==> src/rtl/data_ram_arb_pkg.sv <==
// Shared types and helpers for the data RAM arbiter: FSM states, strobe
// constants and the byte-merge used by read-modify-write.
package data_ram_arb_pkg;

    typedef enum logic [2:0] {
        IDLE,
        RD_ISSUE,
        RD_WAIT,
        WR,
        DONE
    } state_t;

    localparam logic [3:0] STRB_FULL = 4'hF;
    localparam logic [3:0] STRB_NONE = 4'h0;

    // Bytes with strb set come from new_word, the rest keep old_word.
    function automatic logic [31:0] merge_bytes(input logic [31:0] old_word,
                                                input logic [31:0] new_word,
                                                input logic [3:0]  strb);
        logic [31:0] result;
        for (int i = 0; i < 4; i++) begin
            result[8*i +: 8] = strb[i] ? new_word[8*i +: 8] : old_word[8*i +: 8];
        end
        return result;
    endfunction

endpackage

==> src/rtl/data_ram_arb_if.sv <==
// Bus bundle between the two requesters, the arbiter and the single-port RAM.
interface data_ram_arb_if;

    logic        m0_req;
    logic [31:0] m0_addr;
    logic        m0_we;
    logic [31:0] m0_wdata;
    logic [3:0]  m0_wstrb;
    logic [31:0] m0_rdata;
    logic        m0_ack;

    logic        m1_req;
    logic [31:0] m1_addr;
    logic        m1_we;
    logic [31:0] m1_wdata;
    logic [3:0]  m1_wstrb;
    logic [31:0] m1_rdata;
    logic        m1_ack;

    logic [31:0] ram_addr;
    logic        ram_we;
    logic [31:0] ram_wdata;
    logic [31:0] ram_rdata;
    logic        ram_rdata_valid;

    // Arbiter side.
    modport slave (
        input  m0_req, m0_addr, m0_we, m0_wdata, m0_wstrb,
        output m0_rdata, m0_ack,
        input  m1_req, m1_addr, m1_we, m1_wdata, m1_wstrb,
        output m1_rdata, m1_ack,
        output ram_addr, ram_we, ram_wdata,
        input  ram_rdata, ram_rdata_valid
    );

    // Requesters and RAM side.
    modport master (
        output m0_req, m0_addr, m0_we, m0_wdata, m0_wstrb,
        input  m0_rdata, m0_ack,
        output m1_req, m1_addr, m1_we, m1_wdata, m1_wstrb,
        input  m1_rdata, m1_ack,
        input  ram_addr, ram_we, ram_wdata,
        output ram_rdata, ram_rdata_valid
    );

endinterface

==> src/rtl/rr_arb2.sv <==
// Combinational two-requester round-robin picker; on a tie the port that
// was not served last wins.
module rr_arb2 (
    input  logic [1:0] req,
    input  logic       last_served,
    output logic [1:0] grant
);

    always_comb begin
        grant = req;
        if (req == 2'b11) begin
            grant = last_served ? 2'b01 : 2'b10;
        end
    end

endmodule

==> src/rtl/data_ram_arbiter.sv <==
// Two-port round-robin sequencer for the single-port data RAM, turning
// partial-strobe writes into read-modify-write sequences.
module data_ram_arbiter
    import data_ram_arb_pkg::*;
#(
    parameter int ADDR_WIDTH = 10
) (
    input logic           clk,
    input logic           reset,
    data_ram_arb_if.slave bus
);

    state_t                state, next_state;
    logic [1:0]            grant;
    logic                  sel;
    logic [31:0]           in_addr, in_wdata;
    logic                  in_we;
    logic [3:0]            in_wstrb;

    logic [ADDR_WIDTH-1:0] addr_q, next_addr;
    logic                  we_q, next_we;
    logic [31:0]           wdata_q, next_wdata;
    logic [3:0]            wstrb_q, next_wstrb;
    logic                  port_q, next_port;
    logic                  last_served, next_last;

    logic [31:0]           ram_addr_q, ram_wdata_q, next_ram_wdata;
    logic                  ram_we_q, next_ram_we;
    logic [31:0]           rd_word;
    logic                  ack0_q, ack1_q, next_ack0, next_ack1;
    logic [31:0]           rdata0_q, rdata1_q, next_rdata0, next_rdata1;
    logic                  unused_addr_bits;

    rr_arb2 u_rr_arb2 (
        .req         ({bus.m1_req, bus.m0_req}),
        .last_served (last_served),
        .grant       (grant)
    );

    assign sel      = grant[1];
    assign in_addr  = sel ? bus.m1_addr  : bus.m0_addr;
    assign in_we    = sel ? bus.m1_we    : bus.m0_we;
    assign in_wdata = sel ? bus.m1_wdata : bus.m0_wdata;
    assign in_wstrb = sel ? bus.m1_wstrb : bus.m0_wstrb;

    assign unused_addr_bits = ^{bus.m0_addr[31:ADDR_WIDTH+2], bus.m0_addr[1:0],
                                bus.m1_addr[31:ADDR_WIDTH+2], bus.m1_addr[1:0]};

    // Every output is registered, so each next_* is the value seen in the
    // state being entered.
    always_comb begin
        next_state     = state;
        next_addr      = addr_q;
        next_we        = we_q;
        next_wdata     = wdata_q;
        next_wstrb     = wstrb_q;
        next_port      = port_q;
        next_last      = last_served;
        next_ram_we    = 1'b0;
        next_ram_wdata = ram_wdata_q;
        rd_word        = '0;
        case (state)
            IDLE: begin
                if (|grant) begin
                    next_addr  = in_addr[ADDR_WIDTH+1:2];
                    next_we    = in_we;
                    next_wdata = in_wdata;
                    next_wstrb = in_wstrb;
                    next_port  = sel;
                    if (!in_we) begin
                        next_state = RD_ISSUE;
                    end else if (in_wstrb == STRB_FULL) begin
                        next_state     = WR;
                        next_ram_we    = 1'b1;
                        next_ram_wdata = in_wdata;
                    end else if (in_wstrb == STRB_NONE) begin
                        next_state = DONE;
                    end else begin
                        next_state = RD_ISSUE;
                    end
                end
            end
            RD_ISSUE: next_state = RD_WAIT;
            RD_WAIT: begin
                if (bus.ram_rdata_valid) begin
                    if (!we_q) begin
                        next_state = DONE;
                        rd_word    = bus.ram_rdata;
                    end else begin
                        next_state     = WR;
                        next_ram_we    = 1'b1;
                        next_ram_wdata = merge_bytes(bus.ram_rdata, wdata_q, wstrb_q);
                    end
                end
            end
            WR: next_state = DONE;
            DONE: begin
                next_last  = port_q;
                next_state = IDLE;
            end
            default: next_state = IDLE;
        endcase
        next_ack0   = (next_state == DONE) && !next_port;
        next_ack1   = (next_state == DONE) &&  next_port;
        next_rdata0 = next_ack0 ? rd_word : '0;
        next_rdata1 = next_ack1 ? rd_word : '0;
    end

    always_ff @(posedge clk or posedge reset) begin
        if (reset) begin
            state       <= IDLE;
            last_served <= 1'b1;
        end else begin
            state       <= next_state;
            last_served <= next_last;
        end
    end

    // Reset abandons any access in flight, including a pending RAM write.
    always_ff @(posedge clk or posedge reset) begin
        if (reset) begin
            addr_q      <= '0;
            we_q        <= 1'b0;
            wdata_q     <= '0;
            wstrb_q     <= '0;
            port_q      <= 1'b0;
            ram_addr_q  <= '0;
            ram_we_q    <= 1'b0;
            ram_wdata_q <= '0;
            ack0_q      <= 1'b0;
            ack1_q      <= 1'b0;
            rdata0_q    <= '0;
            rdata1_q    <= '0;
        end else begin
            addr_q      <= next_addr;
            we_q        <= next_we;
            wdata_q     <= next_wdata;
            wstrb_q     <= next_wstrb;
            port_q      <= next_port;
            ram_addr_q  <= 32'(next_addr) << 2;
            ram_we_q    <= next_ram_we;
            ram_wdata_q <= next_ram_wdata;
            ack0_q      <= next_ack0;
            ack1_q      <= next_ack1;
            rdata0_q    <= next_rdata0;
            rdata1_q    <= next_rdata1;
        end
    end

    assign bus.ram_addr  = ram_addr_q;
    assign bus.ram_we    = ram_we_q;
    assign bus.ram_wdata = ram_wdata_q;
    assign bus.m0_ack    = ack0_q;
    assign bus.m1_ack    = ack1_q;
    assign bus.m0_rdata  = rdata0_q;
    assign bus.m1_rdata  = rdata1_q;

endmodule

==> src/flat_wrapper.sv <==
// flat-port wrapper written by rule: the top's interface ports become plain ports
module data_ram_arbiter_flat import data_ram_arb_pkg::*;
#(
    parameter int ADDR_WIDTH = 10
)
  (clk, reset, bus_m0_req, bus_m0_addr, bus_m0_we, bus_m0_wdata, bus_m0_wstrb, bus_m0_rdata, bus_m0_ack, bus_m1_req, bus_m1_addr, bus_m1_we, bus_m1_wdata, bus_m1_wstrb, bus_m1_rdata, bus_m1_ack, bus_ram_addr, bus_ram_we, bus_ram_wdata, bus_ram_rdata, bus_ram_rdata_valid);
  data_ram_arb_if bus_i ();
  input logic clk;
  input logic reset;
  input wire logic [$bits(bus_i.m0_req)-1:0] bus_m0_req;
  input wire logic [$bits(bus_i.m0_addr)-1:0] bus_m0_addr;
  input wire logic [$bits(bus_i.m0_we)-1:0] bus_m0_we;
  input wire logic [$bits(bus_i.m0_wdata)-1:0] bus_m0_wdata;
  input wire logic [$bits(bus_i.m0_wstrb)-1:0] bus_m0_wstrb;
  output wire logic [$bits(bus_i.m0_rdata)-1:0] bus_m0_rdata;
  output wire logic [$bits(bus_i.m0_ack)-1:0] bus_m0_ack;
  input wire logic [$bits(bus_i.m1_req)-1:0] bus_m1_req;
  input wire logic [$bits(bus_i.m1_addr)-1:0] bus_m1_addr;
  input wire logic [$bits(bus_i.m1_we)-1:0] bus_m1_we;
  input wire logic [$bits(bus_i.m1_wdata)-1:0] bus_m1_wdata;
  input wire logic [$bits(bus_i.m1_wstrb)-1:0] bus_m1_wstrb;
  output wire logic [$bits(bus_i.m1_rdata)-1:0] bus_m1_rdata;
  output wire logic [$bits(bus_i.m1_ack)-1:0] bus_m1_ack;
  output wire logic [$bits(bus_i.ram_addr)-1:0] bus_ram_addr;
  output wire logic [$bits(bus_i.ram_we)-1:0] bus_ram_we;
  output wire logic [$bits(bus_i.ram_wdata)-1:0] bus_ram_wdata;
  input wire logic [$bits(bus_i.ram_rdata)-1:0] bus_ram_rdata;
  input wire logic [$bits(bus_i.ram_rdata_valid)-1:0] bus_ram_rdata_valid;
  assign bus_i.m0_req = bus_m0_req;
  assign bus_i.m0_addr = bus_m0_addr;
  assign bus_i.m0_we = bus_m0_we;
  assign bus_i.m0_wdata = bus_m0_wdata;
  assign bus_i.m0_wstrb = bus_m0_wstrb;
  assign bus_m0_rdata = bus_i.m0_rdata;
  assign bus_m0_ack = bus_i.m0_ack;
  assign bus_i.m1_req = bus_m1_req;
  assign bus_i.m1_addr = bus_m1_addr;
  assign bus_i.m1_we = bus_m1_we;
  assign bus_i.m1_wdata = bus_m1_wdata;
  assign bus_i.m1_wstrb = bus_m1_wstrb;
  assign bus_m1_rdata = bus_i.m1_rdata;
  assign bus_m1_ack = bus_i.m1_ack;
  assign bus_ram_addr = bus_i.ram_addr;
  assign bus_ram_we = bus_i.ram_we;
  assign bus_ram_wdata = bus_i.ram_wdata;
  assign bus_i.ram_rdata = bus_ram_rdata;
  assign bus_i.ram_rdata_valid = bus_ram_rdata_valid;
  data_ram_arbiter #(.ADDR_WIDTH(ADDR_WIDTH)) u_core (.clk(clk), .reset(reset), .bus(bus_i));
endmodule
==> config.mk <==
export PLATFORM = sky130hd
export DESIGN_NAME = data_ram_arbiter_flat
export DESIGN_NICKNAME = d
export VERILOG_FILES = /design/src/rtl/data_ram_arb_pkg.sv /design/src/rtl/data_ram_arb_if.sv /design/src/rtl/rr_arb2.sv /design/src/rtl/data_ram_arbiter.sv /design/src/flat_wrapper.sv
export SDC_FILE = /design/constraint.sdc
export NUM_CORES = 1
export LEC_CHECK = 0
export ABC_AREA = 1
export BUFFER_PORTS_ARGS = -buffer_cell sky130_fd_sc_hd__buf_2
export CAP_MARGIN = 20
export CORE_AREA = 2 2 124 126
export CTS_BUF_LIST = sky130_fd_sc_hd__clkbuf_16
export DETAILED_ROUTE_END_ITERATION = 12
export DIE_AREA = 0 0 126 128
export PLACE_DENSITY = 0.77
export SYNTH_ARGS = -nofsm -noshare
export SYNTH_HDL_FRONTEND = slang
export SYNTH_SLANG_ARGS = --single-unit
==> constraint.sdc <==
create_clock -name clk -period 5.4 [get_ports clk]
set_clock_uncertainty 0.15 [all_clocks]
set_input_delay 0.81 -clock clk [delete_from_list [all_inputs] [get_ports clk]]
set_output_delay 0.81 -clock clk [all_outputs]
set_load 0.02 [all_outputs]
==> results of run 1 <==
==> worst max-delay path, cell delays in order <==
cell	delay, ps
buf_2	110
nand2_2	90
nand2_2	300
o21ai_0	390
nor2_1	100
nand3b_2	80
buf_4	390
nand2_4	370
nand2_1	220
nand2_1	70
==> path summary, 6_finish.rpt <==
kind | startpoint | end | slack, ps | depth (start not counted)
worst max register to register | u_core.last_served | u_core.bus.ram_wdata[20] | 2650 | 10
worst min register to register | u_core.bus.ram_addr[8] | u_core.bus.ram_addr[8] | 330 | 2
worst min-delay path | reset | u_core.bus.m0_rdata[27] | 260 | 2
max in group asynchronous | reset | u_core.bus.ram_wdata[11] | 3800 | 3
worst max-delay path | bus_m0_req | u_core.bus.ram_wdata[20] | 2590 | 10
min in group clk | u_core.bus.ram_addr[8] | u_core.bus.ram_addr[8] | 330 | 2
==> power breakdown <==
group          internal, mW  leakage, nW  switching [mW]  total (mW)
Clock                 0.598        0.263           0.495        1.09
Sequential             1.45         1.97           0.216        1.67
Combinational         0.549         2.25            1.02        1.57
Total                  2.60         4.49            1.73        4.33
==> state kept, by name, summed over array words and instances, names as in the netlist <==
register              cells
u_core.bus.m0_ack         1
u_core.we_q               1
u_core.port_q             1
u_core.wstrb_q            4
u_core.bus.ram_addr      10
u_core.bus.ram_wdata     32
u_core.bus.m1_rdata      32
u_core.bus.m0_rdata      32
u_core.bus.ram_we         1
u_core.wdata_q           32
u_core.last_served        1
u_core.state              3
u_core.bus.m1_ack         1
==> placed cells by master (no fill, tap or decap), drive strengths merged <==
master    count
o21ai       122
or2          32
mux2         33
conb         22
nor2         79
dfrtp       150
a21oi         1
nor3          2
nand3        73
nand3b        2
nand2       170
clkinvlp      4
clkbuf       17
clkinv        2
inv          25
buf         247
dfstp         1
o211ai        1
==> per-layer routing <==
metal	vias to the layer above	GRT usage [%]	wire, µm
met5	-	0	0
met4	0	8.920	267
met3	20	4.883	1202
met2	217	38.65	8823
met1	2783	28.72	7384
li1	2853	-	-
==> layout make-up <==
type | instances | area (µm²) | share of cell area (%)
Timing Repair Buffer | 247 | 1256 | 14.49
Clock inverter | 15 | 118.9 | 1.371
Sequential cell | 151 | 3780 | 43.61
Clock buffer | 17 | 425.4 | 4.908
Multi-Input combinational cell | 537 | 2788 | 32.16
Inverter | 16 | 65.06 | 0.7506
Tap cell | 188 | 235.2 | 2.714
==> per-stage QoR <==
step | setup slack (ps) | cells | utilization, %
after floorplan | 376.9 | 776 | -
after global placement | 2135 | 1139 | 54.65
after detailed placement | 2102 | 1139 | 54.65
after CTS | 2544 | 1171 | 58.32
after global routing | 2396 | 1171 | 58.32
final | 2589 | 1171 | 58.32
==> cell families after synthesis <==
family	Yosys count	synth area share, %
flip-flops	151	54.14
AND/OR/NAND/NOR	358	24.32
buffers and inverters	88	7.133
multiplexers	33	5.323
other	1	0.05371
AO/OA/AOI/OAI	124	9.032
==> results.txt, run 1 <==
Worst Setup Start Kind -> primary input
Number of port buffers -> 239
CP Data Arrival Time -> 2960 ps
Leading area contributor after synthesis -> dfrtp_1
Synthesis-to-layout area growth -> 24.16%
Area after detailed placement -> 0.008124 mm²
Die W -> 126 µm
Initial core utilization -> 46.97%
Cell Rows -> 45
WL final -> 17.68 mm
CTS max path bufs -> 2
N_diodes -> 0
Top cell type's share of synthesized area -> 53.76%
Rel. slew slack -> 38.17%
Crit path kind -> primary input to flip-flop
Max Freq -> 0.3558 GHz
Clk_lat worst skew -> 420 ps
Core Box Area -> 0.01486 mm²
Final Wtd Congestion -> 0.7953
Cell variety after synth -> 28
Total Power -> 4.328 mW
Post-CTS Hold Fix Bufs -> 0
Average size of a mapped cell -> 9.247 µm²
CTS tree -> done
Yosys reg bits -> 151
Required @ worst endpoint -> 5550 ps
Period utilization -> 52.05%
Worst min path class -> primary input to asynchronous set/reset pin
CTS Buf Count -> 17
Synth top cells by count -> nand2_1, dfrtp_1, o21ai_0
Antenna-violating nets left -> 0
Fraction of layout cells with a size suffix above 1 -> 41.00%
Most common cell in the netlist -> nand2_1
# IOs -> 306
Async set-or-reset flop fraction in the synthesized netlist -> 100.0%
Final setup viols -> 0
# Post-CTS Setup Buffers -> 0
Pins over their slew limit -> 0
RSZ-0062 raised after global routing -> no
Nets@finish -> 1145
Critical Path Sink Type -> flip-flop
Minimum clock period -> 2811 ps
Lkg Pwr -> 4.487 nW
DR DRC count -> 0
Final Hold Fails -> 0
GRT Overall Usage -> 22.79%
DR WL/cell -> 15.10 µm
Die H -> 128 µm
Filler cell count -> 1309
Number of max-cap violations -> 0
Post-CTS sizing -> 0
Antenna violations before repair -> 0
H-Tree Depth -> 4
Pwr dens -> 499.3 mW/mm²
Vias in the first global route -> 5754
First-pass GRT wire length -> 28.98 mm
Initial DRC Count -> 386
Num Clock Sinks -> 151
Gr ovfl total -> 0
Design Area, Final -> 0.008668 mm²
Warnings, synthesis -> 0
Maximum number of pins on one net before global-route repair -> 98
Die area -> 0.01613 mm²
Vias per cell -> 5.015
CTS root buf -> clkbuf_16
Seq/Total Area, Yosys -> 54.14%
Maximum net fanout on the critical path -> 34
Status -> finished, final reports clean
Pre-Repair DR Iteration Count -> 4
Number of synthesized flops with an enable pin -> 0
Main synth FF type -> dfrtp_1
Detail Placement HPWL -> 12.01 mm
Cells after synthesis -> 755
Top cells by area, synth -> dfrtp_1, nand2_1, o21ai_0, mux2_2, nand3_1
DR vias -> 5873
Hold Slack -> 258.0 ps
Clk pin slew, worst setup/hold paths -> 60 ps
Synthesized cell area -> 0.006982 mm²
Worst slew pin tran -> 927.5 ps
Setup TNS after final layout -> 0 ps
Maximum vdd drop -> 0.2547 mV
Note: power is estimated with default switching activity, not from simulation.
==> run 2, diff against run 1 <==
==> constraint.sdc (replaced) <==
create_clock -name clk -period 2.6 [get_ports clk]
set_clock_uncertainty 0.15 [all_clocks]
set_input_delay 0.39 -clock clk [delete_from_list [all_inputs] [get_ports clk]]
set_output_delay 0.39 -clock clk [all_outputs]
set_load 0.02 [all_outputs]
==> run 2 against run 1 <==
Effect of this change:
- sequential power grew 110%
- critical path depth is the same
- largest cell class unchanged
- setup slack lost 2300 ps
- final cell count grew 0.85%
- clock power grew 130%
- global-route usage grew 0.57 points
==> results.txt, run 2 (same netlist as run 1, synthesis figures left out) <==
Status -> finished, final reports clean
Die area -> 0.01613 mm²
CTS root buf -> clkbuf_16
Max Freq -> 0.4356 GHz
Antenna violations before repair -> 0
Final Wtd Congestion -> 0.7886
Clk_lat worst skew -> 420 ps
Period utilization -> 88.29%
Crit path kind -> flip-flop to flip-flop
Final Util -> 59.39%
CTS max path bufs -> 2
WL final -> 18.60 mm
Worst reg-to-reg setup slack -> 300 ps
Maximum net fanout on the critical path -> 33
CP Data Arrival Time -> 2510 ps
Worst slew pin tran -> 749.3 ps
Worst path most repeated cell -> nand2_1
Worst path max stage delay -> 540 ps
Setup TNS after final layout -> 0 ps
CTS Buf Count -> 17
Filler cell count -> 1300
Required @ worst endpoint -> 2810 ps
Nets@finish -> 1155
Clk pin slew, worst setup/hold paths -> 70 ps
First-pass GRT wire length -> 29.44 mm
Critical Path Slowest Stage Cell -> dfstp_2
DR vias -> 5945
Pre-Repair DR Iteration Count -> 5
Synthesis-to-layout area growth -> 26.43%
Critical Path Sink Type -> flip-flop
Core Box Area -> 0.01486 mm²
# Post-CTS Setup Buffers -> 0
Maximum number of pins on one net before global-route repair -> 81
Initial DRC Count -> 389
Num Clock Sinks -> 151
Pins over their slew limit -> 0
Pwr dens -> 1062 mW/mm²
Crit path cell chain -> nand2_2, nand2_2, nand2_1, nand2_1, nand2_1, nor2_1, nand3b_2, nand2_4, nand2_1, nand2_1
# IOs -> 306
Worst min path class -> primary input to flip-flop
Rel. slew slack -> 50.04%
Design Area, Final -> 0.008827 mm²
Area after detailed placement -> 0.008215 mm²
Detail Placement HPWL -> 12.72 mm
Antenna-violating nets left -> 0
Number of max-cap violations -> 0
Vias in the first global route -> 5750
Die W -> 126 µm
Number of port buffers -> 239
Cell Rows -> 45
Commonest non-fill, non-tap cell in the layout -> buf_2
Worst Setup Start Kind -> flip-flop
GRT Overall Usage -> 23.37%
Maximum vdd drop -> 0.4863 mV
Final setup viols -> 0
Initial core utilization -> 46.97%
CTS tree -> done
Total Power -> 9.373 mW
N_diodes -> 0
DR WL/cell -> 15.75 µm
RSZ-0062 raised after global routing -> no
Die H -> 128 µm
Commonest non-fill, non-tap cells in the layout -> buf_2, nand2_1, dfrtp_1, o21ai_0, nand3_1
Fraction of layout cells with a size suffix above 1 -> 41.59%
DR DRC count -> 0
H-Tree Depth -> 4
Vias per cell -> 5.034
Minimum clock period -> 2295 ps
Final Hold Fails -> 0
Lkg Pwr -> 4.570 nW
Gr ovfl total -> 0
==> run 2: cell count changes in the layout (fill, tap and decap cells not counted), sizes merged <==
| cell | change |
|---|---|
| clkinvlp | -2 |
| bufinv | +2 |
| dlygate4sd3 | +1 |
| buf | +9 |
==> run 2: layer usage <==
layer	routed length [µm]	global-route usage, %	share of wire, %
met2	9401	41.40	51
met3	1174	4.758	6.3
met4	259	7.498	1.4
met1	7759	28.76	42
met5	0	0	0
==> run 2: path summary, 6_finish.rpt <==
| path | startpoint | end | depth (start not counted) |
|---|---|---|---|
| worst max-delay path | u_core.last_served | u_core.bus.ram_wdata[19] | 10 |
| worst min-delay path | bus_m1_addr[2] | u_core.bus.ram_addr[2] | 3 |
| worst max register to register | u_core.last_served | u_core.bus.ram_wdata[19] | 10 |
| worst min register to register | u_core.bus.ram_addr[2] | u_core.bus.ram_addr[2] | 2 |
| max in group asynchronous | reset | u_core.bus.m0_rdata[15] | 4 |
| min in group asynchronous | reset | u_core.wstrb_q[3] | 4 |
==> run 2: worst max-delay path: cells and delay by family, from the launching register on <==
family | cells | cell delay [ps]
simple gates | 10 | 1530
flops | 1 | 540
==> run 2: final cells by class <==
cell class	instances	area (µm²)	share of cell area [%]
sequential	151	3780	42.82
multi-input combinational	537	2788	31.58
timing repair buffer	257	1359	15.39
clock buffer	17	425.4	4.819
tap	188	235.2	2.665
clock inverter	15	176.4	1.999
inverter	16	63.81	0.7229
==> run 2: timing repair <==
item                                   CTS  global route
hold buffers                             1             0
endpoints found under the hold margin   65             0
resized for setup                        0             0
==> run 2: per-stage QoR <==
stage               setup slack, ps  instances  hold WS [ps]
CTS                           259.7       1181         81.02
floorplan                     157.9        776         297.6
global placement              255.2       1148         308.8
detailed placement            246.3       1148         317.5
finish                        304.6       1181         94.40
global route                  93.95       1181         106.0
==> run 2: report_power, final <==
part / leakage [nW] / switching (mW) / internal (mW)
sequential: 1.97 / 0.462 / 3.01
combinational: 2.30 / 2.16 / 1.21
clock: 0.296 / 1.07 / 1.45
total: 4.57 / 3.70 / 5.68
